**src/rtl/sync_long_sched.sv**
```systemverilog
// Long-preamble sequencer: bounded first-peak search, second-peak verification,
// then CP removal and valid/start/last framing of the OFDM symbol stream.
module sync_long_sched #(
  parameter int CW           = 10,
  parameter int SEARCH_LEN   = 64,
  parameter int PEAK_SPACING = 64,
  parameter int DATA_OFFSET  = 128,
  parameter int MAG_LAT      = 3
) (
  input  logic          CLK,
  input  logic          s_RST,
  input  logic          input_strobe,
  input  logic          short_preamble_found,
  input  logic          abort,
  input  logic          mag_strobe,
  input  logic [11:0]   Mag_Sq,
  input  logic [11:0]   threshold,
  input  logic [7:0]    num_symbols,
  output logic          busy,
  output logic [CW-1:0] peak_index,
  output logic          peak_found,
  output logic          sync_fail,
  output logic          fft_valid,
  output logic          sym_start,
  output logic          sym_last,
  output logic [7:0]    sym_count,
  output logic          done
);

  typedef enum logic [2:0] {
    S_IDLE,
    S_SEARCH,
    S_VERIFY,
    S_WAIT_DATA,
    S_STREAM
  } state_e;

  // All index arithmetic is modulo 2^CW, so the offsets are folded to CW bits.
  localparam logic [CW-1:0] ONE_C     = CW'(1);
  localparam logic [CW-1:0] EXIT_CNT  = CW'(SEARCH_LEN + MAG_LAT);
  localparam logic [CW-1:0] LAT_C     = CW'(MAG_LAT);
  localparam logic [CW-1:0] SPACING_C = CW'(PEAK_SPACING);
  localparam logic [CW-1:0] OFFSET_C  = CW'(DATA_OFFSET);
  localparam logic [6:0]    CP_LEN    = 7'd16;
  localparam logic [6:0]    SYM_END   = 7'd79;

  state_e        state_q;
  logic [CW-1:0] cnt_q;
  logic [11:0]   max_q;
  logic [7:0]    nsym_q;
  logic [6:0]    pos_q;
  logic          busy_q;
  logic [CW-1:0] peak_index_q;
  logic          peak_found_q;
  logic          sync_fail_q;
  logic          fft_valid_q;
  logic          sym_start_q;
  logic          sym_last_q;
  logic [7:0]    sym_count_q;
  logic          done_q;

  logic [CW-1:0] tidx;
  logic [7:0]    sym_next;

  assign tidx     = cnt_q - LAT_C;
  assign sym_next = sym_count_q + 8'd1;

  always_ff @(posedge CLK or negedge s_RST) begin
    if (!s_RST) begin
      state_q      <= S_IDLE;
      cnt_q        <= '0;
      max_q        <= '0;
      nsym_q       <= '0;
      pos_q        <= '0;
      busy_q       <= 1'b0;
      peak_index_q <= '0;
      peak_found_q <= 1'b0;
      sync_fail_q  <= 1'b0;
      fft_valid_q  <= 1'b0;
      sym_start_q  <= 1'b0;
      sym_last_q   <= 1'b0;
      sym_count_q  <= '0;
      done_q       <= 1'b0;
    end else begin
      // NOTE: strobes default low every cycle and are raised only by the event
      // that qualifies them; later non-blocking writes in this block override.
      peak_found_q <= 1'b0;
      sync_fail_q  <= 1'b0;
      fft_valid_q  <= 1'b0;
      sym_start_q  <= 1'b0;
      sym_last_q   <= 1'b0;
      done_q       <= 1'b0;

      if (input_strobe) cnt_q <= cnt_q + ONE_C;

      if (abort) begin
        state_q <= S_IDLE;
        busy_q  <= 1'b0;
      end else begin
        case (state_q)
          S_IDLE: begin
            if (short_preamble_found) begin
              cnt_q        <= '0;
              max_q        <= '0;
              peak_index_q <= '0;
              nsym_q       <= num_symbols;
              sym_count_q  <= '0;
              if (num_symbols == 8'd0) begin
                done_q <= 1'b1;
              end else begin
                state_q <= S_SEARCH;
                busy_q  <= 1'b1;
              end
            end
          end

          S_SEARCH: begin
            // The window closes once the last in-window magnitude has arrived.
            if (cnt_q == EXIT_CNT) begin
              if (max_q < threshold) begin
                sync_fail_q <= 1'b1;
                state_q     <= S_IDLE;
                busy_q      <= 1'b0;
              end else begin
                state_q <= S_VERIFY;
              end
            end else if (mag_strobe && (Mag_Sq > max_q)) begin
              max_q        <= Mag_Sq;
              peak_index_q <= tidx;
            end
          end

          S_VERIFY: begin
            if (mag_strobe && (tidx == peak_index_q + SPACING_C)) begin
              if (Mag_Sq >= threshold) begin
                peak_found_q <= 1'b1;
                state_q      <= S_WAIT_DATA;
              end else begin
                sync_fail_q <= 1'b1;
                state_q     <= S_IDLE;
                busy_q      <= 1'b0;
              end
            end
          end

          S_WAIT_DATA: begin
            // The triggering sample is CP position 0; pos_q holds the position
            // of the next sample to arrive.
            if (input_strobe && (cnt_q == peak_index_q + OFFSET_C)) begin
              pos_q   <= 7'd1;
              state_q <= S_STREAM;
            end
          end

          S_STREAM: begin
            if (input_strobe) begin
              fft_valid_q <= (pos_q >= CP_LEN);
              sym_start_q <= (pos_q == CP_LEN);
              sym_last_q  <= (pos_q == SYM_END);
              if (pos_q == SYM_END) begin
                pos_q       <= '0;
                sym_count_q <= sym_next;
                if (sym_next == nsym_q) begin
                  done_q  <= 1'b1;
                  state_q <= S_IDLE;
                  busy_q  <= 1'b0;
                end
              end else begin
                pos_q <= pos_q + 7'd1;
              end
            end
          end

          default: begin
            state_q <= S_IDLE;
            busy_q  <= 1'b0;
          end
        endcase
      end
    end
  end

  assign busy       = busy_q;
  assign peak_index = peak_index_q;
  assign peak_found = peak_found_q;
  assign sync_fail  = sync_fail_q;
  assign fft_valid  = fft_valid_q;
  assign sym_start  = sym_start_q;
  assign sym_last   = sym_last_q;
  assign sym_count  = sym_count_q;
  assign done       = done_q;

endmodule

```
**config.mk**
```make
export PLATFORM = sky130hd
export DESIGN_NAME = sync_long_sched
export DESIGN_NICKNAME = d
export VERILOG_FILES = /design/src/rtl/sync_long_sched.sv
export SDC_FILE = /design/constraint.sdc
export NUM_CORES = 1
export LEC_CHECK = 0
export BUFFER_PORTS_ARGS = -buffer_cell sky130_fd_sc_hd__buf_2
export CAP_MARGIN = 30
export CORE_MARGIN = 2
export CORE_UTILIZATION = 50
export DETAILED_ROUTE_END_ITERATION = 7
export GPL_TIMING_DRIVEN = 1
export PLACE_DENSITY = 0.74
export SYNTH_ARGS = -nofsm -noshare
export SYNTH_HDL_FRONTEND = slang
export SYNTH_SLANG_ARGS = --single-unit
```
**constraint.sdc**
```tcl
create_clock -name CLK -period 2.3 [get_ports CLK]
set_input_delay 0.115 -clock CLK [delete_from_list [all_inputs] [get_ports CLK]]
set_output_delay 0.115 -clock CLK [all_outputs]
set_load 0.05 [all_outputs]
```
==> Word level (Yosys, flattened, before mapping) <==
Index checks and enable logic that the tools add are counted.
Widths: inputs -> output; s select.
{ "op_classes": {"n_addsub": 6, "n_lt_le_gt_ge": 4, "eq_ne": 27, "muxes": 69, "bitwise": 1, "reduce_logical": 14} }
{ "ops": {"columns": ["cell", "count"], "rows": [
  ["$mux 10", 7],
  ["$mux 12", 3],
  ["$mux 1", 34],
  ["$ne 3x3->1 const B", 10],
  ["$mux 3", 9],
  ["$mux 8", 3],
  ["$pmux 12 s2", 1],
  ["$mux 7", 3],
  ["$eq 10x10->1", 2],
  ["$pmux 10 s2", 1],
  ["$pmux 8 s2", 1],
  ["$pmux 3 s5", 1],
  ["$ne 2x2->1 const B", 7],
  ["$pmux 7 s2", 1],
  ["$ge 12x12->1", 1],
  ["$gt 12x12->1", 1],
  ["$lt 12x12->1", 1],
  ["$add 10x1->10 const B", 1],
  ["$add 10x7->10 const B", 1],
  ["$add 10x8->10 const B", 1],
  ["$eq 10x7->1 const B", 1],
  ["$reduce_and 10->1", 1],
  ["$reduce_and 5->1", 2],
  ["$sub 10x2->10 const B", 1],
  ["20 further kinds", 27]
]} }
{ "totals": {"ff_bits": 65, "output_inout_bits": 25, "elab_cells": 135} }

==> Logic depth before layout (Yosys ltp) <==
{ "logic_depth": {"depth_word": 7, "mapped_depth": 10, "mapped_depth_nobuf": 9} }

==> Worst setup path before layout <==
OpenSTA, ideal clock, no wires.
{ "synth_path": {"kind": "register to register", "from": "register sym_count_q[0], in the netlist sym_count[0]", "to": "register state_q[0]", "arrival_time_ps": 2725, "path_slack_ps": -552, "path_stages_with_launch": 9, "period_less_slack_ps": 2852, "cell_sequence": "dfrtp_1 > ha_1 > xnor2_1 > nand2_1 > or4b_1 > o41ai_1 > nand2_1 > a21oi_2 > mux2_1"} }
{ "synth_via": {"elab_chain_len": 4} }
{ "synth_rtl": {"columns": ["element", "line_no", "source"], "rows": [
  ["from (decl)", "59", "logic [7:0] sym_count_q;"],
  ["from (signal assigned)", "162", "sym_count_q <= sym_next;"],
  ["$add 8x1->8", "66", "assign sym_next = sym_count_q + 8'd1;"],
  ["$eq 8x8->1", "163", "if (sym_next == nsym_q) begin"],
  ["$ne 3x3->1 (no line)", null, null],
  ["$reduce_and 8->1 (no line)", null, null],
  ["to (signal assigned)", "70", "state_q <= S_IDLE;"],
  ["to (signal assigned)", "165", "state_q <= S_IDLE;"],
  ["to (signal assigned)", "175", "state_q <= S_IDLE;"],
  ["to (decl)", "47", "state_e state_q;"]
]} }
No other way between the ends.
A chain may end at the register's enable or synchronous reset.

==> Worst setup path after layout <==
Same ends and word-level chain as after synthesis.

==> run summary <==
vias per inst: 6.03
total grt overflow: 0
Distinct cells, synth: 69
routing usage on met3: 0.0453
Final Hold Viols: 0
post-synthesis sequential area ratio: 0.354
synthesized area: 0.00460 mm²
asr flop ratio synth: 1.00
static leakage: 2.95 nW
Post-DP Area: 0.00537 mm²
full die area: 0.00998 mm²
unrepaired setup endpoints after global routing: yes
fin cells: 722
setup TNS: -1.71 ns
EDFF count, synth: 0
Core ar.: 0.00881 mm²
Post-route DRC: 0
syn avg cell area: 9.40 µm²
Tot Pwr: 6.59 mW
GRT Util Overall: 0.255
Initial Util: 0.522
period utilization: 1.07
Placer Congestion: 0.926
Synth top cells by count: dfrtp_1, ha_1, nor2_1, inv_1, nand2_1
PortBufs: 62
chip width: 99.9 µm
share of post-route cells with drive strength above 1: 0.358
clock latency on the worst-skew pair: 0.35 ns
met2 usage: 0.417
GR peak layer: met2
final layout net count: 688
post-synthesis compound-gate area fraction: 0.176
largest net degree at the start of global routing: 66
vias in the first global route: 4275
detailed placement HPWL: 8790 µm
initial detailed-routing violation count: 391
maximum clock rate: 0.405 GHz
first drt pass iteration count: 5
WP data required: 2.53 ns
worst slew pin tran: 0.571 ns
Worst-path clk slew: 0.08 ns
drt wl/cell: 18.3 µm
DR vias: 4353
fillers: 651
status: finished with violations
CP startpoint kind: flip-flop
Hold WS: 0.00875 ns
Final Cell Area: 0.00613 mm²
Fin Clk Skew: 0.00982 ns
Finished Core Util: 0.697
Crit. End Element: flip-flop
Area Growth Syn to Fin: 33.4%
YS warnings: 0
Hold Crit Class: input pin to flip-flop
I/O pin total: 63
max-slew violations: 0
Synth top area share: 0.354
Sink Count: 65
Clock Tree Root: clkbuf_8
minimum clock period after layout: 2.47 ns
multiplexer area fraction after synthesis: 0.0264
ANT nets after route: 0
Synth area leader: dfrtp_1
Clock Tree Buf Depth: 2
antenna violations before repair: 0
most area-consuming cells after synthesis: dfrtp_1, ha_1, xnor2_1
Core Rows: 34
xor/xnor cell area share of the yosys netlist: 0.0958
Setup WS pre-CTS: -0.307 ns
register bit total from synthesis: 65
n_diodes: 0
CP Class: flip-flop to flip-flop
Primary FF master, synth: dfrtp_1
CTS buffer count: 9
Power Density: 1070 mW/mm²
CTS HTree Levels: 3
syn_nets: 568
largest family of logic cells by synthesized area: simple AND/OR/NAND/NOR gates
setup violators final: 27
final worst slack: -0.172 ns
failing checks: negative setup slack
Max-Cap Viols: 0
Synth Area in Adders: 0.112
met1 Track Usage GR: 0.349
WL final: 13200 µm
Chip Height: 99.9 µm
top-count cell post-synth: dfrtp_1
critical path arrival: 2.71 ns
critical-path maximum fanout: 4
CTS tree: yes
Mapped Cells: 489
Slew Limit Headroom: 0.616
post-synthesis simple-gate area fraction: 0.184
Placed Cells incl. Taps: 685
first-pass GRT wire length: 20400 µm
worst vdd ir: 452 µV
[power breakdown]
group	total (mW)	internal, mW	switching, mW
combinational	3.72	1.80	1.92
sequential	1.81	1.44	0.364
clock	1.06	0.588	0.474
total	6.59	3.83	2.76
[flip-flops by register name (all words and copies together), names as in the netlist, 3 cells and up]
name / count
cnt_q: 10
max_q: 12
nsym_q: 8
peak_index: 10
pos_q: 7
state_q: 3
sym_count: 8
[area by class of cell]
type                    instances  area [µm²]  area share
repair buffers                133         975       0.159
clock buffers                  12         165      0.0269
inverters                      32         120      0.0196
flip-flops and latches         65        1640       0.267
well taps                     108         135      0.0220
clock inverters                 4        50.0     0.00816
multi-input cells             368        3050       0.497
[metal layers]
layer | vias up | routed length (µm) | part of all wire
li1 | 2014 | - | -
met1 | 2105 | 5670 | 0.43
met2 | 191 | 6440 | 0.49
met3 | 43 | 764 | 0.058
met4 | 0 | 349 | 0.026
met5 | - | 0 | 0
[layout by cell type, fill, tap and decap left out, drive strengths merged, types with 5 or more instances in the layout]
cell    instances
nor2           41
nor4            6
a31oi           5
a22o           23
nand4          13
xor2           20
clkbuf         15
buf           129
or3             5
and3            6
nand2          28
dfrtp          65
inv            32
nand3          13
xnor2          25
mux2            9
o21ai          26
a21o           12
a21oi          14
o31ai           9
nand2b          7
ha             41
nor3            8
[worst max-delay path: stages, from the launching register on]
cell and delay [ns]:
dfrtp_2 0.43, ha_4 0.26, xnor2_2 0.16, nand2_2 0.07, or4b_4 0.50, o41ai_4 0.35, nand2_2 0.14, a21oi_2 0.14
mux2_4 0.31
[kinds of logic (layout without fill, tap and decap cells)]
| logic type | Yosys count | after routing |
|---|---|---|
| simple gates | 156 | 156 |
| compound gates | 113 | 113 |
| flops | 65 | 65 |
| buf+inv | 56 | 181 |
| xor+xnor | 47 | 47 |
| fa+ha+maj | 41 | 41 |
| mux | 11 | 11 |
[worst paths after layout]
| kind | depth (start not counted) | from | to | slack (ns) |
|---|---|---|---|---|
| max | 8 | sym_count[0] | state_q[0] | -0.17 |
| min | 2 | Mag_Sq[0] | max_q[0] | 0.009 |
| max reg2reg | 8 | sym_count[0] | state_q[0] | -0.17 |
| min reg2reg | 1 | sym_count[3] | sym_count[3] | 0.52 |
| max in group asynchronous | 3 | s_RST | cnt_q[2] | 1.66 |
| min in group asynchronous | 3 | s_RST | max_q[8] | 0.31 |
[what timing repair did]
item,4_1_cts,5_1_grt
pin swaps,10,36
endpoints found under the setup margin,32,35
buffers inserted,10,9
hold endpoints to repair,65,0
gates resized for setup,19,44
hold buffers,1,0
gates cloned,0,4
Power figures use the tool's default switching activity.
